<file path="src/rtl/mrfm_pkg.sv">
// Shared definitions for the MRFM RX framer: FSM states, settings-register
// field layout, header field widths and the channel-count clamp.
package mrfm_pkg;

  typedef enum logic [1:0] {
    ST_IDLE = 2'd0,
    ST_HDR  = 2'd1,
    ST_SEND = 2'd2
  } state_t;

  localparam int unsigned CNT_LSB   = 0;
  localparam int unsigned CNT_W     = 4;
  localparam int unsigned EN_BIT    = 4;
  localparam int unsigned CFG_W     = EN_BIT + 1;

  localparam int unsigned HDR_LEN_W = 4;

  // A request of 0 or more than the physical channel count means "all".
  function automatic logic [CNT_W-1:0] clamp_count(input logic [CNT_W-1:0] req,
                                                   input int unsigned nchan);
    logic [CNT_W-1:0] lim;
    lim = CNT_W'(nchan);
    if (req == '0 || req > lim) return lim;
    return req;
  endfunction

endpackage

</file>
<file path="src/rtl/setting_reg.sv">
// Settings-bus register: captures the low WIDTH bits of serial data when the
// strobe hits the configured address.
module setting_reg #(
  parameter logic [6:0]  ADDR     = 7'd0,
  parameter int unsigned WIDTH    = 32,
  parameter logic [WIDTH-1:0] AT_RESET = '0
) (
  input  logic             clk,
  input  logic             rst_n,
  input  logic             strobe,
  input  logic [6:0]       addr,
  input  logic [31:0]      in,
  output logic [WIDTH-1:0] out
);

  generate
    if (WIDTH < 32) begin : g_unused_hi
      logic w_unused_hi;
      assign w_unused_hi = ^in[31:WIDTH];
    end
  endgenerate

  always_ff @(posedge clk) begin
    if (!rst_n) begin
      out <= AT_RESET;
    end else if (strobe && addr == ADDR) begin
      out <= in[WIDTH-1:0];
    end
  end

endmodule

</file>
<file path="src/rtl/mrfm_rx_framer.sv">
// Captures NCHAN strobed samples and serialises the active subset to a
// valid/ready sink. Optional per-frame header word: MRFM_FRAME_HEADER_EN.
module mrfm_rx_framer
  import mrfm_pkg::*;
#(
  parameter int unsigned NCHAN   = 4,
  parameter int unsigned WIDTH   = 16,
  parameter logic [6:0]  SR_ADDR = 7'd40
) (
  input  logic                   clock,
  input  logic                   reset_n,
  input  logic [6:0]             serial_addr,
  input  logic [31:0]            serial_data,
  input  logic                   serial_strobe,
  input  logic                   in_strobe,
  input  logic [NCHAN*WIDTH-1:0] in_data,
  output logic [WIDTH-1:0]       out_data,
  output logic                   out_valid,
  input  logic                   out_ready,
  output logic                   out_last,
  input  logic                   clear_status,
  output logic                   overrun,
  output logic [3:0]             numchan
);

  localparam logic [CFG_W-1:0] CFG_RST = {1'b0, 4'(NCHAN)};

  logic [CFG_W-1:0] w_cfg;
  logic [3:0]       w_numchan;
  logic             w_enable;

  setting_reg #(
    .ADDR    (SR_ADDR),
    .WIDTH   (CFG_W),
    .AT_RESET(CFG_RST)
  ) u_sr (
    .clk   (clock),
    .rst_n (reset_n),
    .strobe(serial_strobe),
    .addr  (serial_addr),
    .in    (serial_data),
    .out   (w_cfg)
  );

  assign w_numchan = clamp_count(w_cfg[CNT_LSB +: CNT_W], NCHAN);
  assign w_enable  = w_cfg[EN_BIT];
  assign numchan   = w_numchan;

  state_t           r_state;
  logic [WIDTH-1:0] r_hold [NCHAN];
  logic [3:0]       r_len;
  logic [3:0]       r_idx;
  logic [WIDTH-1:0] r_out_data;
  logic             r_out_valid;
  logic             r_out_last;
  logic             r_overrun;

  logic             w_hs;
  logic             w_done;
  logic             w_capture;
  logic             w_drop;
  logic [3:0]       w_idx_nxt;
  logic [WIDTH-1:0] w_next_word;

  assign w_hs      = r_out_valid & out_ready;
  assign w_done    = w_hs & r_out_last & (r_state == ST_SEND);
  // A strobe landing on the final handshake starts the next frame directly.
  assign w_capture = in_strobe & w_enable & ((r_state == ST_IDLE) | w_done);
  assign w_drop    = in_strobe & (r_state != ST_IDLE) & ~w_done;
  assign w_idx_nxt = r_idx + 4'd1;

  always_comb begin
    w_next_word = '0;
    for (int unsigned k = 0; k < NCHAN; k++) begin
      if (w_idx_nxt == 4'(k)) w_next_word = r_hold[k];
    end
  end

`ifdef MRFM_FRAME_HEADER_EN
  localparam int unsigned FC_W = WIDTH - HDR_LEN_W;
  logic [FC_W-1:0] r_frame_cnt;
  logic [FC_W-1:0] w_frame_cnt_nxt;
  assign w_frame_cnt_nxt = w_done ? r_frame_cnt + FC_W'(1) : r_frame_cnt;
`endif

  always_ff @(posedge clock) begin
    if (!reset_n) begin
      r_state     <= ST_IDLE;
      r_len       <= '0;
      r_idx       <= '0;
      r_out_data  <= '0;
      r_out_valid <= 1'b0;
      r_out_last  <= 1'b0;
      r_overrun   <= 1'b0;
      for (int unsigned k = 0; k < NCHAN; k++) r_hold[k] <= '0;
`ifdef MRFM_FRAME_HEADER_EN
      r_frame_cnt <= '0;
`endif
    end else begin
      r_overrun <= w_drop | (r_overrun & ~clear_status);
`ifdef MRFM_FRAME_HEADER_EN
      r_frame_cnt <= w_frame_cnt_nxt;
`endif
      if (w_capture) begin
        for (int unsigned k = 0; k < NCHAN; k++) r_hold[k] <= in_data[k*WIDTH +: WIDTH];
        r_len       <= w_numchan;
        r_idx       <= '0;
        r_out_valid <= 1'b1;
`ifdef MRFM_FRAME_HEADER_EN
        r_state     <= ST_HDR;
        r_out_data  <= {w_frame_cnt_nxt, w_numchan};
        r_out_last  <= 1'b0;
`else
        r_state     <= ST_SEND;
        r_out_data  <= in_data[WIDTH-1:0];
        r_out_last  <= (w_numchan == 4'd1);
`endif
      end else begin
        case (r_state)
`ifdef MRFM_FRAME_HEADER_EN
          ST_HDR: begin
            if (w_hs) begin
              r_state    <= ST_SEND;
              r_out_data <= r_hold[0];
              r_out_last <= (r_len == 4'd1);
            end
          end
`endif
          ST_SEND: begin
            if (w_hs) begin
              if (r_out_last) begin
                r_state     <= ST_IDLE;
                r_out_valid <= 1'b0;
                r_out_last  <= 1'b0;
              end else begin
                r_idx      <= w_idx_nxt;
                r_out_data <= w_next_word;
                r_out_last <= (w_idx_nxt == r_len - 4'd1);
              end
            end
          end
          default: ;
        endcase
      end
    end
  end

  assign out_data  = r_out_data;
  assign out_valid = r_out_valid;
  assign out_last  = r_out_last;
  assign overrun   = r_overrun;

endmodule

</file>
<file path="config.mk">
export PLATFORM = sky130hd
export DESIGN_NAME = mrfm_rx_framer
export DESIGN_NICKNAME = d
export VERILOG_FILES = /design/src/rtl/mrfm_pkg.sv /design/src/rtl/setting_reg.sv /design/src/rtl/mrfm_rx_framer.sv
export SDC_FILE = /design/constraint.sdc
export NUM_CORES = 1
export LEC_CHECK = 0
export CAP_MARGIN = 10
export CELL_PAD_IN_SITES_DETAIL_PLACEMENT = 1
export CELL_PAD_IN_SITES_GLOBAL_PLACEMENT = 1
export CORE_MARGIN = 2
export CORE_UTILIZATION = 33
export CTS_BUF_LIST = sky130_fd_sc_hd__clkbuf_16
export CTS_CLUSTER_DIAMETER = 150
export DETAILED_ROUTE_END_ITERATION = 10
export PLACE_DENSITY = 0.87
export SYNTH_ARGS = -nofsm -noshare
export SYNTH_HDL_FRONTEND = slang
export SYNTH_SLANG_ARGS = --single-unit
</file>
<file path="constraint.sdc">
create_clock -name clock -period 3.1 [get_ports clock]
set_input_delay 0.62 -clock clock [delete_from_list [all_inputs] [get_ports clock]]
set_output_delay 0.62 -clock clock [all_outputs]
set_load 0.03 [all_outputs]
</file>
After elaboration in Yosys (flattened, before gate mapping)
Memory sizes are Yosys's and may differ from the RTL's. Index checks and enable logic that the tools add are counted.

Bits in latches: 0. Bits in read-only memories: 0. Bits of input ports: 109. Output and inout bits: 23. Register bits: 33. Memories: 1. Memory bits (writable): 64.

Memory list: r_hold (words 4, width 16, read ports 4, clocked after memory_dff 0, wr ports 4, line mrfm_rx_framer.sv:50) `logic [WIDTH-1:0] r_hold [NCHAN];`.

$mul: 0. Shifts and indexed selects: 0. Muxes and demuxes: 31. Divide/modulo/power cells: 0. Add/sub/neg operators: 2. Order comparisons: 1. Reduce and logical (&&, ||, !) cells: 13. Equal/unequal tests: 7. Bitwise logic cells: 18.

Operator list (number): 16-bit two-way mux (12); 1-bit two-way mux (13); 3-bit AND reduction (3); 1-bit AND (8); 4-bit by 1-bit == test with 1-bit output, second input constant (2); 4-bit by 2-bit == test with 1-bit output, second input constant (2); 4-bit zero test (2); 2-bit two-way mux (4); 4-bit two-way mux (2); 7-bit by 6-bit == test with 1-bit output, second input constant (1); 1-bit OR (6); 2-bit nonzero test (3); 4-bit by 1-bit adder with 4-bit output, second input constant (1); 4-bit == test (1); 4-bit by 3-bit greater-than comparator with 1-bit output, second input constant (1); 1-bit inverter (4); 4-bit by 1-bit subtractor with 4-bit output, second input constant (1); 2-bit zero test (1); 2-bit by 1-bit inequality test with 1-bit output, second input constant (1); 2-bit AND reduction (1); 2-bit OR reduction (1); 1-bit logical AND (1); 1-bit logical OR (1).

Longest topological paths before layout
Gate-level depths: netlist (run 1).

Depth in word-level cells: 10. Depth in mapped cells: 9.

Hierarchy
From an unflattened synthesis (run 1), not the netlist that was laid out.

Cell total of the unflattened synthesis: 430. Area, all modules: 4620.7 µm².

Modules (own cells, without submodules): mrfm_rx_framer (area an instance 4389.2 µm², instances 1, sequential area each 2462.4 µm², cells an instance 405); setting_reg (area an instance 231.5 µm², instances 1, sequential area each 100.1 µm², cells an instance 25).

Least setup slack after synthesis (run 1)
Ideal clock, no wire load.

Path type: input to register. From: input port in_strobe. To: memory r_hold[0][0], enable pin. Cell stages on the path: 5. Arrival time: 2.548 ns. Required time: 2.679 ns. Library setup time: 0.421 ns. Setup slack: 0.131 ns. Buffers on the path: 1. Cell sequence: and2_1 nand2b_1 and2_1 buf_4 inv_1.

RTL lines: from (decl) (line mrfm_rx_framer.sv:15) `input logic in_strobe,`; to (decl) (line mrfm_rx_framer.sv:50).

Worst setup path after layout (run 1)
From: register r_idx[0]. To: register r_out_data[2] (netlist: out_data[2]).

Longest elaborated chain between the ends: 10. Elaborated cells between the ends (all ways): 13. Classes of those cells: add/sub (1); eq/ne (3); mux (8); reduce/logical (1).

Ends and longest elaborated chain: from (decl) (line mrfm_rx_framer.sv:52) `logic [3:0] r_idx;`; from (signal assigned) (line mrfm_rx_framer.sv:136) `r_idx <= w_idx_nxt;`; 4-bit by 1-bit adder with 4-bit output * (line mrfm_rx_framer.sv:70) `assign w_idx_nxt = r_idx + 4'd1;`; via w_idx_nxt[0] (line mrfm_rx_framer.sv:62) `logic [3:0] w_idx_nxt;`; 4-bit zero test (line mrfm_rx_framer.sv:75) `if (w_idx_nxt == 4'(k)) w_next_word = r_hold[k];`; 16-bit two-way mux (3 in a row) (line mrfm_rx_framer.sv:75); 16-bit two-way mux * (line mrfm_rx_framer.sv:75); 16-bit two-way mux * (line mrfm_rx_framer.sv:131) `if (r_out_last) begin`; 16-bit two-way mux * (line mrfm_rx_framer.sv:130) `if (w_hs) begin`; 16-bit two-way mux * (line mrfm_rx_framer.sv:119) `case (r_state)`; 16-bit two-way mux * (line mrfm_rx_framer.sv:104) `if (w_capture) begin`; to (signal assigned) (line mrfm_rx_framer.sv:115) `r_out_data <= in_data[WIDTH-1:0];`; to (signal assigned) (line mrfm_rx_framer.sv:137) `r_out_data <= w_next_word;`; to (decl) (line mrfm_rx_framer.sv:53) `logic [WIDTH-1:0] r_out_data;`.

Mark *: on every way through the listed nets, which the timed path passes. The rest lies on a longest branch. The select of a mux whose other input is x is not followed. A chain may end at the register's enable or synchronous reset.

==> flow_summary.toml, run 1 <==
[sta]
max-slew-margin-rel_pct = 53.2
tns_ns = 0
setup_viol = 0
post-route-period-util_pct = 82.7
clock.fmax_mhz = 390
fin_crit_ns = 2.56
whs_ns = 0.484
worst_pin_slew_ns = 0.702
slew_violations = 0
finalHoldViolCount = 0
fin_skew_ns = 0.00608
rsz0062_at_grt = "no"

[pwr]
internal_power_w = 0.00206
power_frac_clock_pct = 39.9
swShare_pct = 22.1
ir_drop_uv = 252
pwr_density_cell_mw_per_mm2 = 426
power_leakage_nw = 2.42
power.switching_w = 0.000584
power_frac_comb_pct = 7.1
seqPwrFrac_pct = 53.0

[floorplan]
die_area_mm2 = 0.0154
coreArea_mm2 = 0.0140
die_w_um = 124
placementRows = 43
initial_core_util_pct = 34.0
fp.dieH_um = 124
boundaryPins = 132

[worst_setup_path]
startpoint_type = "flop"
crit_path_start = "r_idx[0]"
cp-end-kind = "flop"
arrival_ns = 2.83
rrSetupSlack_ns = 0.54
crit_type = "flop to flop"
worstPathRequired_ns = 3.37
worstPathMaxFanout = 17
r2r-start = "r_idx[0]"

[global_route]
grt_pass1_wl_um = 20700
grt_max_degree = 82
grt_overflow = 0
grt_pass1_vias = 3900
antenna_found_initial = 0
globalRouteTotalUtil_pct = 17.9

[logic_synthesis]
avgSynthCellArea_um2 = 10.5
ys_async_sr_fraction_pct = 0
ys_ff_latch = 96
synthesis.nets = 566
synth-main-ff-cell = "edfxtp_1"
yosys_warnings = 0
synthesis.area_mm2 = 0.00475
synth_cells = 452
synth_edf_count = 64
ys_seq_area_share_pct = 54.0
synth_cell_types = 49

[drt]
first_pass_iters = 5
drc = 0
via_per_inst = 5.26
vias = 3800
drt_iter0_drc = 268
postRouteAntennaNets = 0
totalWireLength_um = 13300
post_drt_wl_per_cell_um = 18.5

[placed_design]
place_area_mm2 = 0.00591
place_hpwl_um = 9430
numPortBuffers = 103
dp.cells = 705
globalplace.congestion = 0.856

[hold_path]
worstHoldStart = "u_sr.out[2]"
hp-class = "flop to flop"

[layout]
fin_nets = 651
layout.cells.non_filler = 722
n_fill_cell = 1527
synthToLayoutAreaGrowth_pct = 30.6
drive_above_1_share_pct = 6.46
antenna_cells = 0
stdcell_area_mm2 = 0.00620

[clocking]
path_clk_slew_ns = 0.07
ctsResizeCount = 0
cts_setup_buffers = 0
clk_latency_ns = 0.35
numCtsBuffers = 9
cts_sinks = 96
cts_hold_buf = 0
clock_path_buffers = 2
htreeDepth = 3
cts_tree = "built"
cts_root_buf = "clkbuf_16"

[run]
cap_violations = 0

[run_status]
status = "complete, no violations"
[layout by cell type, fill, tap and decap left out, drive strengths merged, types with 2 or more instances in the layout]
master	instances
a22oi	9
a22o	6
nand2	32
mux2i	5
clkbuf	9
dfxtp	32
a211oi	9
nand3	4
xnor2	4
a21oi	43
o21ai	22
a31oi	15
clkinv	4
and3	66
a21boi	3
clkdlybuf4s50	102
edfxtp	64
ha	5
nor2	11
buf	9
nor3	3
nand2b	7
or3	2
o2bb2ai	11
a2bb2oi	11
xor2	5
nor2b	7
inv	25
and2	5
[power by group through the flow]
stage | registers, W | clock network, W | logic [W]
floorplan | 0.00142 | 0 | 0.0000522
global placement | 0.00143 | 0 | 0.000182
detailed placement | 0.00143 | 0 | 0.000186
CTS | 0.00140 | 0.00107 | 0.000187
global route | 0.00140 | 0.00112 | 0.000200
finish | 0.00140 | 0.00105 | 0.000187
[state kept, by name, indices dropped and copies added (netlist names)]
name / flops
overrun: 1
r_len: 4
r_hold: 64
u_sr.out: 5
r_state: 1
out_data: 16
out_last: 1
r_idx: 4
[stage by stage]
| stage | setup slack (ns) | total power [W] | utilization (%) |
|---|---|---|---|
| 2_1_floorplan | 0.131 | 0.00148 | - |
| 3_3_place_gp | 0.387 | 0.00161 | 42.3 |
| 3_5_place_dp | 0.297 | 0.00161 | 42.3 |
| 4_1_cts | 0.533 | 0.00266 | 44.3 |
| 5_1_grt | 0.282 | 0.00272 | 44.3 |
| 6_report | 0.537 | 0.00264 | 44.3 |
[cells by family after synthesis]
family                   after synthesis  synth area share, %
multiplexers                           5                 1.05
AND/OR/NAND/NOR                      143                 16.8
AO/OA/AOI/OAI                        134                 19.2
XOR/XNOR                               9                 1.66
other                                  1               0.0790
adder cells (fa/ha/maj)                5                 1.32
buffers and inverters                 59                 5.90
flip-flops                            96                 54.0
[per-layer routing]
layer | vias to the layer above | wire length [um] | track usage [%]
li1 | 1836 | - | -
met1 | 1834 | 5620 | 23.0
met2 | 111 | 6790 | 30.1
met3 | 19 | 644 | 3.34
met4 | 0 | 277 | 6.81
met5 | - | 0 | 0
[cells in the mapped netlist (all sizes together) (2+ instances only)]
cell type,instances,share of area (%)
a2bb2oi,11,2.4
inv,22,1.7
a211oi,9,1.4
a22o,6,1.1
and2,5,0.68
dfxtp,32,13
nand3,4,0.42
xor2,5,0.92
buf,14,2.3
o21ai,22,2.6
a22oi,9,1.4
nor2b,7,0.92
nor3,3,0.32
xnor2,4,0.74
edfxtp,64,40
clkbuf,23,1.8
a21oi,43,4.5
mux2i,5,1.1
nor2,11,0.87
ha,5,1.3
a21boi,3,0.55
nand2b,7,0.92
a31oi,15,2.3
and3,66,8.7
or3,2,0.26
o2bb2ai,11,2.0
nand2,32,2.5
[worst paths after layout]
path,to,depth (start not counted)
min reg2reg,u_sr.out[2],2
max,out_data[2],6
max reg2reg,out_data[2],6
min,u_sr.out[2],2
[cell type report]
class                   instances  area, um^2  share of cell area, %
clock buffers                   9         225                   3.63
inverters                      22        82.6                   1.33
clock inverters                 7        55.1                  0.888
multi-input cells             297        1910                   30.9
well taps                     180         225                   3.63
flip-flops and latches         96        2560                   41.3
repair buffers                111        1140                   18.3
[worst max-delay path, cell delays in order, from the launching register on]
cell and delay, ns:
dfxtp_1 0.53, inv_1 0.14, ha_1 0.43, and4b_1 0.81
a2bb2oi_1 0.19, a2bb2oi_1 0.20, o21ai_0 0.18
Note: power is estimated with default switching activity, not from simulation.
==> inputs of run 2 (changes only) <==
- CORE_UTILIZATION: 33 -> 37
- PLACE_DENSITY: 0.87 -> 0.92
- clock period: 3.1 -> 2.4 ns (I/O delays scaled with it)
==> run 2 against run 1 <==
  * First-iteration DRC count grew 31%
  * Via count grew 6.1%
  * Die area shrank 10%
  * Global-route usage grew 3.8 points
  * Utilization grew 5.9 points
==> flow_summary.toml, run 2 (synthesis results as in run 1) <==
[sta]
slew_violations = 0
fin_crit_ns = 2.19
clock.fmax_mhz = 457
rsz0062_at_grt = "no"
max-slew-margin-rel_pct = 59.9
fin_skew_ns = 0.0132
finalHoldViolCount = 0
tns_ns = 0
finalWorstSetupSlack_ns = 0.213
worst_pin_slew_ns = 0.601
post-route-period-util_pct = 91.1
setup_viol = 0

[worst_setup_path]
path_buf_inv = 1
cp_cell_sequence = "o21ai_0 > clkdlybuf4s50_1"
arrival_ns = 1.71
crit_type = "flop to output pin"
crit_family = "buffers and inverters"
worstPathRequired_ns = 1.92
slowest_stage = "clkdlybuf4s50_1"
startpoint_type = "flop"
critPathMaxStageDelay_ns = 0.74
worstPathMaxFanout = 4
cp-end-kind = "output pin"

[layout]
seq_area_mm2 = 0.00257
synthToLayoutAreaGrowth_pct = 33.0
fin_nets = 666
multi_input_area_mm2 = 0.00193
mostFrequentLayoutCell = "clkdlybuf4s50_1"
n_fill_cell = 1358
final_cell_mix = "102 x clkdlybuf4s50_1, 66 x and3_1, 64 x edfxtp_1"
regMostFlops = "r_hold"
drive_above_1_share_pct = 9.52
largest_reg_flops = 64
layout.cells.non_filler = 730

[run_status]
status = "complete, no violations"

[global_route]
grt_max_degree = 53
globalRouteTotalUtil_pct = 21.7
grt_overflow = 0
grt_pass1_wl_um = 23500
grt_pass1_vias = 4218
antenna_found_initial = 1

[floorplan]
boundaryPins = 132
coreArea_mm2 = 0.0126
die_w_um = 117
initial_core_util_pct = 37.8
fp.dieH_um = 117
die_area_mm2 = 0.0138
placementRows = 41

[clocking]
cts_hold_buf = 0
clk_latency_ns = 0.35
htreeDepth = 3
cts_sinks = 96
cts_root_buf = "clkbuf_16"
clock_path_buffers = 2
path_clk_slew_ns = 0.06
numCtsBuffers = 9
cts_tree = "built"

[pwr]
power_w = 0.00350
pwr_density_cell_mw_per_mm2 = 554
ir_drop_uv = 301
power_leakage_nw = 2.50

[drt]
postRouteAntennaNets = 0
post_drt_wl_per_cell_um = 20.9
totalWireLength_um = 15300
vias = 4031
drc = 0
via_per_inst = 5.52
drt_iter0_drc = 351
first_pass_iters = 5

[placed_design]
numPortBuffers = 103
pre_cts_ws_ns = 0.124
place_hpwl_um = 10300
dp.cells = 708
globalplace.congestion = 0.887

[hold_path]
hp-class = "flop to flop"

[run]
cap_violations = 0
-- run 2: stage by stage --
step | utilization, % | cell area [um^2] | hold WS, ns
finish | 50.3 | 6320 | 0.493
global route | 50.3 | 6320 | 0.497
CTS | 49.9 | 6280 | 0.494
detailed placement | 47.6 | 5990 | 0.491
global placement | 47.6 | 5990 | 0.460
floorplan | - | 4780 | 0.446
-- run 2: repair_timing --
action,in CTS,in global routing
setup buffers,0,5
endpoints found under the hold margin,0,0
resized for setup,0,0
endpoints found under the setup margin,0,2
-- run 2: final timing paths --
kind                                   from           to  slack [ns]  cells past startpoint
worst min-delay path               r_len[1]     r_len[1]        0.49                      2
worst min register to register     r_len[1]     r_len[1]        0.49                      2
worst max-delay path            u_sr.out[1]   numchan[2]        0.21                      2
worst max register to register     r_idx[0]  out_data[0]        0.27                      6
-- run 2: worst reg2reg max path: stages, from the launching register on --
cell and delay [ns]:
dfxtp_1 0.49, ha_1 0.60, buf_4 0.35, a21oi_1 0.09, o2bb2ai_1 0.17, o21ai_0 0.14
a31oi_1 0.22
-- run 2: power by group --
part | leakage (nW) | internal (W) | switching [W]
sequential | 0.920 | 0.00179 | 0.0000173
combinational | 1.43 | 0.000146 | 0.0000990
clock | 0.148 | 0.000801 | 0.000644
total | 2.50 | 0.00274 | 0.000761
-- run 2: final cells by class --
class                      instances  share of cell area [%]
antenna                            1                  0.0396
clock buffer                       9                    3.57
clock inverter                     7                    1.03
inverter                          22                    1.37
multi-input combinational        297                    30.6
sequential                        96                    40.6
tap                              172                    3.41
timing repair buffer             126                    19.4
-- run 2: layer usage --
metal / share of wire [%] / global-route usage, % / vias up
li1: - / - / 1869
met1: 41 / 27.5 / 1968
met2: 50 / 36.4 / 163
met3: 6.3 / 3.70 / 31
met4: 2.7 / 9.94 / 0
met5: 0 / 0 / -
==> inputs of run 3 (changes only) <==
- CORE_MARGIN: 2 -> 1
==> run 3 against run 2 <==
  * Via count fell by 3.9%
  * Total power down 3.3%
  * Largest cell class unchanged
  * Die area decreased by 3.4%
  * Register-to-register slack worse by 0.11 ns
==> flow_summary.toml, run 3 (synthesis results as in run 1) <==
[worst_setup_path]
slowest_stage = "dfxtp_1"
crit_path_end = "out_data[7]"
crit_type = "flop to flop"
crit_cells = 7
worstPathMaxFanout = 16
crit_path_start = "r_idx[1]"
cp-end-kind = "flop"
cp_cell_sequence = "ha_1 > nor3_1 > a31oi_4 > buf_4 > o2bb2ai_1 > o21ai_1 > a31oi_1"
arrival_ns = 2.46
path_buf_inv = 1
startpoint_type = "flop"
worstPathRequired_ns = 2.62
worst_r2r_path_depth = 7
critPathMaxStageDelay_ns = 0.48
r2r-start = "r_idx[1]"
r2r_end = "out_data[7]"
crit_family = "compound AO/OA/AOI/OAI gates"
rrSetupSlack_ns = 0.16

[hold_path]
hp-class = "flop to flop"

[placed_design]
dp.cells = 709
pre_cts_ws_ns = 0.0940
place_hpwl_um = 10200
globalplace.congestion = 0.860
numPortBuffers = 103

[clocking]
cts_hold_buf = 0
clock_path_buffers = 2
cts_root_buf = "clkbuf_16"
cts_sinks = 96
cts_setup_buffers = 0
numCtsBuffers = 9
clk_latency_ns = 0.35
cts_tree = "built"
path_clk_slew_ns = 0.07
htreeDepth = 3

[global_route]
globalRouteTotalUtil_pct = 22.2
grt_overflow = 0
grt_pass1_wl_um = 22200
grt_pass1_vias = 4118
grt_max_degree = 64
antenna_found_initial = 0

[floorplan]
initial_core_util_pct = 37.8
coreArea_mm2 = 0.0126
boundaryPins = 132
placementRows = 41
fp.dieH_um = 115
die_area_mm2 = 0.0133
die_w_um = 115

[pwr]
power_leakage_nw = 2.48
internal_power_w = 0.00265
power_frac_comb_pct = 7.3
ir_drop_uv = 342
swShare_pct = 21.8
seqPwrFrac_pct = 53.4
power.switching_w = 0.000739
pwr_density_cell_mw_per_mm2 = 538
power_frac_clock_pct = 39.4

[layout]
largest_reg_flops = 64
drive_above_1_share_pct = 9.22
synthToLayoutAreaGrowth_pct = 32.5
regMostFlops = "r_hold"
mostFrequentLayoutCell = "clkdlybuf4s50_1"
final_cell_mix = "102 x clkdlybuf4s50_1, 66 x and3_1, 64 x edfxtp_1"
fin_nets = 662
antenna_cells = 0
layout.cells.non_filler = 725

[sta]
rsz0062_at_grt = "no"
setup_viol = 0
finalHoldViolCount = 0
post-route-period-util_pct = 93.4
clock.fmax_mhz = 446
fin_skew_ns = 0.00818
finalWorstSetupSlack_ns = 0.160
fin_crit_ns = 2.24
tns_ns = 0
whs_ns = 0.499
worst_pin_slew_ns = 0.617
max-slew-margin-rel_pct = 58.6
slew_violations = 0

[drt]
drc = 0
post_drt_wl_per_cell_um = 19.2
drt_iter0_drc = 242
postRouteAntennaNets = 0
vias = 3872
via_per_inst = 5.34
first_pass_iters = 5
totalWireLength_um = 13900

[run]
cap_violations = 0

[run_status]
status = "complete, no violations"
## run 3: routing by layer
layer	vias to the layer above	wire length (um)	GRT usage [%]
met5	-	0	0
met4	0	357	9.96
met3	29	694	3.85
met2	104	7040	37.6
met1	1882	5850	27.8
li1	1857	-	-
## run 3: power groups by stage
stage	Combinational [W]	Clock [W]	Sequential, W
floorplan	0.0000696	0	0.00184
global placement	0.000236	0	0.00184
detailed placement	0.000244	0	0.00184
CTS	0.000246	0.00135	0.00181
global route	0.000262	0.00141	0.00181
finish	0.000246	0.00133	0.00181
## run 3: worst reg2reg max path, cell delays in order (launching register included)
cell	delay, ns
dfxtp_1	0.48
ha_1	0.35
nor3_1	0.14
a31oi_4	0.44
buf_4	0.32
o2bb2ai_1	0.14
o21ai_1	0.13
a31oi_1	0.12
## run 3: worst min path at each step
stage,to,cells past startpoint,startpoint
floorplan,u_sr.out[2],2,u_sr.out[2]
global placement,u_sr.out[2],2,u_sr.out[2]
detailed placement,u_sr.out[2],2,u_sr.out[2]
CTS,r_len[3],1,r_len[3]
global route,r_len[3],1,r_len[3]
finish,r_len[3],1,r_len[3]
## run 3: final cells by class
class | instances | area (um^2)
Sequential cell | 96 | 2570
Timing Repair Buffer | 122 | 1220
Clock inverter | 7 | 47.5
Multi-Input combinational cell | 297 | 1930
Clock buffer | 9 | 225
Inverter | 22 | 86.3
Tap cell | 172 | 215
Fill cell | 1375 | 6270
## run 3: per-stage QoR
step           area (um^2)  power [W]  util (%)
2_1_floorplan         4780    0.00191         -
3_3_place_gp          6020    0.00208      47.9
3_5_place_dp          6020    0.00209      47.9
4_1_cts               6290    0.00340      50.1
5_1_grt               6290    0.00348      50.1
6_report              6290    0.00339      50.1
## run 3: repair_timing
item | 4_1_cts | 5_1_grt
hold endpoints to repair | 0 | 0
setup endpoints to repair | 0 | 5
gates resized for setup | 0 | 1
